`config.mk`:
```
export PLATFORM = sky130hd
export DESIGN_NAME = fifo_bank_sequencer
export DESIGN_NICKNAME = d
export VERILOG_FILES = /design/src/rtl/fifo_bank_sequencer_pkg.sv /design/src/rtl/fifo_bank_sequencer_seq_result_path.sv /design/src/rtl/fifo_bank_sequencer.sv
export SDC_FILE = /design/constraint.sdc
export NUM_CORES = 1
export LEC_CHECK = 0
export BUFFER_PORTS_ARGS = -buffer_cell sky130_fd_sc_hd__buf_2
export CAP_MARGIN = 10
export CORE_AREA = 2 2 290 292
export CTS_CLUSTER_SIZE = 12
export DETAILED_ROUTE_END_ITERATION = 12
export DIE_AREA = 0 0 292 294
export GPL_ROUTABILITY_DRIVEN = 0
export SLEW_MARGIN = 30
export SYNTH_ARGS = -nofsm -noshare
export SYNTH_HDL_FRONTEND = slang
export SYNTH_SLANG_ARGS = --single-unit
```
`constraint.sdc`:
```
create_clock -name clk -period 6.1 [get_ports clk]
set_clock_uncertainty 0.2 [all_clocks]
set_input_delay 0.915 -clock clk [delete_from_list [all_inputs] [get_ports clk]]
set_output_delay 0.915 -clock clk [all_outputs]
set_load 0.02 [all_outputs]
```
`src/rtl/fifo_bank_sequencer_pkg.sv`:
```
// Shared types and FIFO-bank ctrl/resp bit positions for the feature FIFO bank sequencer.
// The FIFO bank uses the same index constants, so both sides agree on bus layout.
package fifo_bank_sequencer_pkg;

   typedef enum logic [1:0] {
      F_IDLE,
      F_REQ,
      F_CAP,
      F_PRESENT
   } feed_state_t;

   typedef enum logic [1:0] {
      R_IDLE,
      R_ACCEPT,
      R_WRITE
   } res_state_t;

   // ctrl bus: {rd_en, wr_en}; resp bus: {empty, full}
   localparam int WR_EN = 0;
   localparam int RD_EN = 1;
   localparam int FULL  = 0;
   localparam int EMPTY = 1;

endpackage

```
`src/rtl/fifo_bank_sequencer_seq_result_path.sv`:
```
// Result path: accepts PE results one at a time and pushes each into the output-feature bank,
// holding the word while the bank reports full.
module seq_result_path
   import fifo_bank_sequencer_pkg::*;
#(
   parameter int DATA_WIDTH = 8,
   parameter int NUM_BANKS  = 15,
   parameter int CNT_WIDTH  = 8
) (
   input  logic                              clk_i,
   input  logic                              rst_ni,
   input  logic                              job_start_i,
   input  logic [CNT_WIDTH-1:0]              num_words_i,
   input  logic [2*DATA_WIDTH*NUM_BANKS-1:0] pe_res_i,
   input  logic                              pe_res_valid_i,
   output logic                              pe_res_ready_o,
   input  logic                              of_full_i,
   output logic                              of_wr_en_o,
   output logic [2*DATA_WIDTH*NUM_BANKS-1:0] wr_of_data_o,
   output logic                              idle_next_o,
   output logic [1:0]                        state_o
);

   localparam int OW = 2*DATA_WIDTH*NUM_BANKS;

   res_state_t           state_q, state_d;
   logic [CNT_WIDTH-1:0] written_q, written_d;
   logic [OW-1:0]        data_q, data_d;

   always_comb begin
      state_d    = state_q;
      written_d  = written_q;
      data_d     = data_q;
      of_wr_en_o = 1'b0;
      case (state_q)
         R_IDLE: begin
            if (job_start_i) begin
               written_d = '0;
               state_d   = R_ACCEPT;
            end
         end
         R_ACCEPT: begin
            if (pe_res_valid_i) begin
               data_d  = pe_res_i;
               state_d = R_WRITE;
            end
         end
         R_WRITE: begin
            // a full bank simply parks us here, which also withholds pe_res_ready_o
            if (!of_full_i) begin
               of_wr_en_o = 1'b1;
               written_d  = written_q + CNT_WIDTH'(1);
               state_d    = (written_d == num_words_i) ? R_IDLE : R_ACCEPT;
            end
         end
         default: state_d = R_IDLE;
      endcase
   end

   always_ff @(posedge clk_i or negedge rst_ni) begin
      if (!rst_ni) begin
         state_q   <= R_IDLE;
         written_q <= '0;
         data_q    <= '0;
      end else begin
         state_q   <= state_d;
         written_q <= written_d;
         data_q    <= data_d;
      end
   end

   assign pe_res_ready_o = (state_q == R_ACCEPT);
   assign wr_of_data_o   = data_q;
   assign idle_next_o    = (state_d == R_IDLE);
   assign state_o        = state_q;

endmodule

```
`src/rtl/fifo_bank_sequencer.sv`:
```
// Initiator-side sequencer: drains the input-feature bank into the PE array and
// writes PE results into the output-feature bank for a host-programmed word count.
module fifo_bank_sequencer
   import fifo_bank_sequencer_pkg::*;
#(
   parameter int DATA_WIDTH = 8,
   parameter int NUM_BANKS  = 15,
   parameter int CNT_WIDTH  = 8
) (
   input  logic                              clk,
   input  logic                              rst,
   input  logic                              start,
   input  logic [CNT_WIDTH-1:0]              num_words,
   output logic                              busy,
   output logic                              done,
   output logic [1:0]                        if_fifo_ctrl,
   input  logic [1:0]                        if_fifo_resp,
   input  logic [DATA_WIDTH*NUM_BANKS-1:0]   rd_if_data_i,
   output logic [DATA_WIDTH*NUM_BANKS-1:0]   pe_data_o,
   output logic                              pe_valid_o,
   input  logic                              pe_ready_i,
   input  logic [2*DATA_WIDTH*NUM_BANKS-1:0] pe_res_i,
   input  logic                              pe_res_valid_i,
   output logic                              pe_res_ready_o,
   output logic [1:0]                        of_fifo_ctrl,
   input  logic [1:0]                        of_fifo_resp,
   output logic [2*DATA_WIDTH*NUM_BANKS-1:0] wr_of_data_o
);

   localparam int IW = DATA_WIDTH*NUM_BANKS;

   feed_state_t          feed_q, feed_d;
   logic [CNT_WIDTH-1:0] issued_q, issued_d;
   logic [CNT_WIDTH-1:0] n_q;
   logic [IW-1:0]        pe_data_q, pe_data_d;
   logic                 busy_q, done_q;
   logic                 start_ok, job_start, rd_en, wr_en, res_idle_next;
   logic [1:0]           res_state_dbg;
   logic                 unused_resp;

   assign start_ok  = start && !busy_q;
   assign job_start = start_ok && (num_words != '0);

   // Handshakes: a transfer happens on a rising edge where valid and ready are both high;
   // valid never depends on ready, and the offered word is held until the transfer.
   always_comb begin
      feed_d    = feed_q;
      issued_d  = issued_q;
      pe_data_d = pe_data_q;
      rd_en     = 1'b0;
      case (feed_q)
         F_IDLE: begin
            if (job_start) begin
               issued_d = '0;
               feed_d   = F_REQ;
            end
         end
         F_REQ: begin
            if (!if_fifo_resp[EMPTY]) begin
               rd_en  = 1'b1;
               feed_d = F_CAP;
            end
         end
         F_CAP: begin
            pe_data_d = rd_if_data_i;
            feed_d    = F_PRESENT;
         end
         F_PRESENT: begin
            if (pe_ready_i) begin
               issued_d = issued_q + CNT_WIDTH'(1);
               feed_d   = (issued_d == n_q) ? F_IDLE : F_REQ;
            end
         end
         default: feed_d = F_IDLE;
      endcase
   end

   always_ff @(posedge clk or negedge rst) begin
      if (!rst) begin
         feed_q    <= F_IDLE;
         issued_q  <= '0;
         pe_data_q <= '0;
      end else begin
         feed_q    <= feed_d;
         issued_q  <= issued_d;
         pe_data_q <= pe_data_d;
      end
   end

   // done fires in the first cycle both paths read idle; a zero-length job skips straight to it
   always_ff @(posedge clk or negedge rst) begin
      if (!rst) begin
         busy_q <= 1'b0;
         done_q <= 1'b0;
         n_q    <= '0;
      end else begin
         done_q <= 1'b0;
         if (start_ok) begin
            n_q    <= num_words;
            busy_q <= job_start;
            done_q <= !job_start;
         end else if (busy_q && (feed_d == F_IDLE) && res_idle_next) begin
            busy_q <= 1'b0;
            done_q <= 1'b1;
         end
      end
   end

   seq_result_path #(
      .DATA_WIDTH (DATA_WIDTH),
      .NUM_BANKS  (NUM_BANKS),
      .CNT_WIDTH  (CNT_WIDTH)
   ) u_res (
      .clk_i          (clk),
      .rst_ni         (rst),
      .job_start_i    (job_start),
      .num_words_i    (n_q),
      .pe_res_i       (pe_res_i),
      .pe_res_valid_i (pe_res_valid_i),
      .pe_res_ready_o (pe_res_ready_o),
      .of_full_i      (of_fifo_resp[FULL]),
      .of_wr_en_o     (wr_en),
      .wr_of_data_o   (wr_of_data_o),
      .idle_next_o    (res_idle_next),
      .state_o        (res_state_dbg)
   );

   always_comb begin
      if_fifo_ctrl        = '0;
      if_fifo_ctrl[RD_EN] = rd_en;
      of_fifo_ctrl        = '0;
      of_fifo_ctrl[WR_EN] = wr_en;
   end

   assign busy        = busy_q;
   assign done        = done_q;
   assign pe_data_o   = pe_data_q;
   assign pe_valid_o  = (feed_q == F_PRESENT);
   assign unused_resp = ^{if_fifo_resp[FULL], of_fifo_resp[EMPTY], res_state_dbg};

endmodule

```
==> impl_metrics.prom <==
# TYPE chip_impl_metric gauge
chip_impl_metric{name="core_area",unit="mm^2"} 0.0829
chip_impl_metric{name="critPathRequiredTime",unit="ps"} 4980
chip_impl_metric{name="grt_remaining_overflow",unit=""} 0
chip_impl_metric{name="final_nets",unit=""} 2099
chip_impl_metric{name="path_buf_inv",unit=""} 3
chip_impl_metric{name="cts.clk_slew.worst_paths",unit="ps"} 60
chip_impl_metric{name="placementRows",unit=""} 106
chip_impl_metric{name="first_iter_violations",unit=""} 361
chip_impl_metric{name="crit_path_max_fanout",unit=""} 11
chip_impl_metric{name="detailed_place_hpwl",unit="mm"} 33.6
chip_impl_metric{name="synthesis.instances",unit=""} 967
chip_impl_metric{name="hold_fix_buffer_count_after_cts",unit=""} 0
chip_impl_metric{name="period_share",unit=""} 0.501
chip_impl_metric{name="detailroute.via_count",unit=""} 10700
chip_impl_metric{name="clk-insertion-delay-late",unit="ps"} 560
chip_impl_metric{name="slowest_delay",unit="ps"} 290
chip_impl_metric{name="grt_first_pass_wirelength",unit="mm"} 66.0
chip_impl_metric{name="detail_route.drc_violations",unit=""} 0
chip_impl_metric{name="buffers_inserted_during_post_cts_setup_optimization",unit=""} 0
chip_impl_metric{name="worst_ep_arrival_time",unit="ps"} 1940
chip_impl_metric{name="max_slew_margin",unit=""} 0.363
chip_impl_metric{name="synth_top_cell_area_share",unit=""} 0.643
chip_impl_metric{name="cts.htree.levels",unit=""} 2
chip_impl_metric{name="layoutNonFillerInstCount",unit=""} 2831
chip_impl_info{name="critPathTopFamily",value="buffers and inverters"} 1
chip_impl_metric{name="report.final.slew_viol_count",unit=""} 0
chip_impl_metric{name="power.ir.vdd_worst",unit="V"} 0.000290
chip_impl_info{name="synth_flop_cell",value="sky130_fd_sc_hd__dfrtp_1"} 1
chip_impl_metric{name="place.detailed.instances",unit=""} 2745
chip_impl_metric{name="layout_min_cycle_time",unit="ps"} 3060
chip_impl_metric{name="synthDistinctLibCells",unit=""} 51
chip_impl_metric{name="via_count_of_the_first_global_routing_pass",unit=""} 11100
chip_impl_metric{name="total_leakage_power",unit="nW"} 10.3
chip_impl_metric{name="synth-seq-cells",unit=""} 390
chip_impl_metric{name="wirelength",unit="mm"} 44.4
chip_impl_info{name="crit_path_start_kind",value="input pin"} 1
chip_impl_metric{name="worst_slew_pin_slew",unit="ps"} 955
chip_impl_metric{name="ys.warnings.count",unit=""} 0
chip_impl_metric{name="groute.usage.overall",unit=""} 0.0982
chip_impl_info{name="crit_slowest_cell",value="sky130_fd_sc_hd__inv_1"} 1
chip_impl_metric{name="initial_utilization",unit=""} 0.183
chip_impl_metric{name="synth_area",unit="mm^2"} 0.0152
chip_impl_metric{name="detailedRoute.firstPassIterationCount",unit=""} 4
chip_impl_metric{name="power.density_cell_area",unit="mW/mm^2"} 592
chip_impl_metric{name="buffer_ports.inserted",unit=""} 740
chip_impl_metric{name="fin_setup_tns",unit="ps"} 0
chip_impl_info{name="worstSetupPathType",value="in -> out"} 1
chip_impl_info{name="synth.most_common_cell",value="sky130_fd_sc_hd__dfrtp_1"} 1
chip_impl_info{name="outcome",value="finished clean"} 1
chip_impl_info{name="tritoncts_clock_tree",value="done"} 1
chip_impl_info{name="synth.largest_area_cell",value="sky130_fd_sc_hd__dfrtp_1"} 1
chip_impl_metric{name="final_antenna_net_count",unit=""} 0
chip_impl_metric{name="post-route-util",unit=""} 0.262
chip_impl_metric{name="avgSynthCellArea",unit="um^2"} 15.7
chip_impl_metric{name="areaGrowthSynthToFinish",unit="%"} 42.8
chip_impl_metric{name="final_hold_viol_count",unit=""} 0
chip_impl_metric{name="die-width",unit="um"} 292
chip_impl_metric{name="clock_sink_count",unit=""} 390
chip_impl_metric{name="grt_start_max_net_pins",unit=""} 148
chip_impl_metric{name="antenna_found_initial",unit=""} 3
chip_impl_metric{name="top_level_ports",unit=""} 745
chip_impl_metric{name="final.hold.worst_slack",unit="ps"} 77.2
chip_impl_metric{name="clockBufferDepth",unit=""} 3
chip_impl_info{name="hp-class",value="in -> async"} 1
chip_impl_info{name="ys_top_cells_by_area",value="sky130_fd_sc_hd__dfrtp_1, sky130_fd_sc_hd__mux2_2, sky130_fd_sc_hd__clkbuf_1"} 1
chip_impl_metric{name="layout-drive-gt1-share",unit=""} 0.690
chip_impl_info{name="cp_common_cell",value="sky130_fd_sc_hd__buf_2"} 1
chip_impl_metric{name="max_clock_freq",unit="MHz"} 327
chip_impl_metric{name="route.detailed.wl_per_inst",unit="um"} 15.7
chip_impl_metric{name="synth-seq-area-share",unit=""} 0.643
chip_impl_metric{name="edff_count_synth",unit=""} 0
chip_impl_info{name="worstSetupEndpointType",value="output pin"} 1
chip_impl_metric{name="chipHeight",unit="um"} 294
chip_impl_metric{name="async_reset_ff_frac",unit=""} 1.00
chip_impl_metric{name="cts_resized",unit=""} 0
chip_impl_info{name="cell_at_the_root_of_the_clock_tree",value="sky130_fd_sc_hd__clkbuf_16"} 1
chip_impl_metric{name="finalSetupViolations",unit=""} 0
chip_impl_info{name="grt_setup_unrepaired",value="no"} 1
chip_impl_metric{name="tritoncts.num_buffers",unit=""} 46
chip_impl_metric{name="max_cap_viol_count",unit=""} 0
chip_impl_metric{name="routed_via_density",unit=""} 3.78
chip_impl_metric{name="die_area",unit="mm^2"} 0.0858
chip_impl_info{name="ys_top_cells_by_count",value="sky130_fd_sc_hd__dfrtp_1, sky130_fd_sc_hd__mux2_2, sky130_fd_sc_hd__clkbuf_1"} 1
chip_impl_info{name="cells_along_the_critical_path",value="buf_2 -> nor2_1 -> nand2_1 -> inv_1 -> buf_2"} 1
==> cell usage in the layout, fill, tap and decap left out, drive strengths merged, types with 3 or more instances in the layout <==
| cell | instances |
|---|---|
| nor3 | 6 |
| nand2 | 20 |
| o311ai | 3 |
| mux2 | 369 |
| nor2 | 12 |
| a21o | 4 |
| o31ai | 3 |
| xor2 | 5 |
| or2 | 3 |
| nand4 | 3 |
| o21ai | 20 |
| clkbuf | 64 |
| nand3 | 7 |
| dfrtp | 390 |
| xnor2 | 12 |
| inv | 7 |
| ha | 7 |
| clkinv | 14 |
| a21oi | 3 |
| a22o | 7 |
| buf | 749 |
| nor2b | 4 |
| nand2b | 4 |
==> worst paths after layout <==
check | start | end | slack [ps] | cells after the start
min in group clk | u_res.wr_of_data_o[76]$_DFFE_PN0P_ | u_res.wr_of_data_o[76]$_DFFE_PN0P_ | 300 | 1
min reg2reg | u_res.wr_of_data_o[76]$_DFFE_PN0P_ | u_res.wr_of_data_o[76]$_DFFE_PN0P_ | 300 | 1
min | rst | pe_data_o[44]$_DFFE_PN0P_ | 80 | 1
max | of_fifo_resp[0] | of_fifo_ctrl[0] | 3040 | 5
max in group asynchronous | rst | u_res.written_q[2]$_DFFE_PN0P_ | 4300 | 3
max reg2reg | feed_q[0]$_DFF_PN0_ | pe_data_o[15]$_DFFE_PN0P_ | 3240 | 4
==> stage by stage <==
| stage | area [um^2] | power (W) | setup WS [ps] |
|---|---|---|---|
| 2_1_floorplan | 15200 | 0.00816 | 3310 |
| 3_3_place_gp | 20100 | 0.0102 | 2930 |
| 3_5_place_dp | 20100 | 0.0102 | 2940 |
| 4_1_cts | 21600 | 0.0130 | 3020 |
| 5_1_grt | 21700 | 0.0136 | 2920 |
| 6_report | 21700 | 0.0128 | 3040 |
==> routing by layer <==
layer / track usage / wire, um
met4: 0.0424 / 1640
met5: 0 / 0
met1: 0.114 / 17400
met3: 0.0283 / 3030
met2: 0.169 / 22400
==> registers in the layout, summed over array words and instances (netlist names) <==
name / cells
u_res.state_o: 2
busy: 1
u_res.written_q: 8
n_q: 8
issued_q: 8
feed_q: 2
pe_data_o: 120
u_res.wr_of_data_o: 240
done: 1
==> power breakdown <==
part	internal (W)	total [W]	switching, W	leakage, nW
registers	0.00389	0.00456	0.000668	4.63
logic	0.00239	0.00558	0.00319	4.94
clock network	0.00158	0.00270	0.00112	0.731
==> cell type report <==
cell class	instances	area [um^2]
diodes	2	5.00
clock buffers	64	1310
clock inverters	18	171
fillers	8704	61200
inverters	7	26.3
multi-input cells	521	5200
flip-flops and latches	390	9760
well taps	1080	1350
repair buffers	749	3860
==> cell families after synthesis <==
kind of cell | synth area share
fa+ha+maj | 0.00577
xor+xnor | 0.00981
flops | 0.643
compound gates | 0.0267
other cells | 0.000247
simple gates | 0.0247
buf+inv | 0.0162
mux | 0.274
Power figures use the tool's default switching activity.
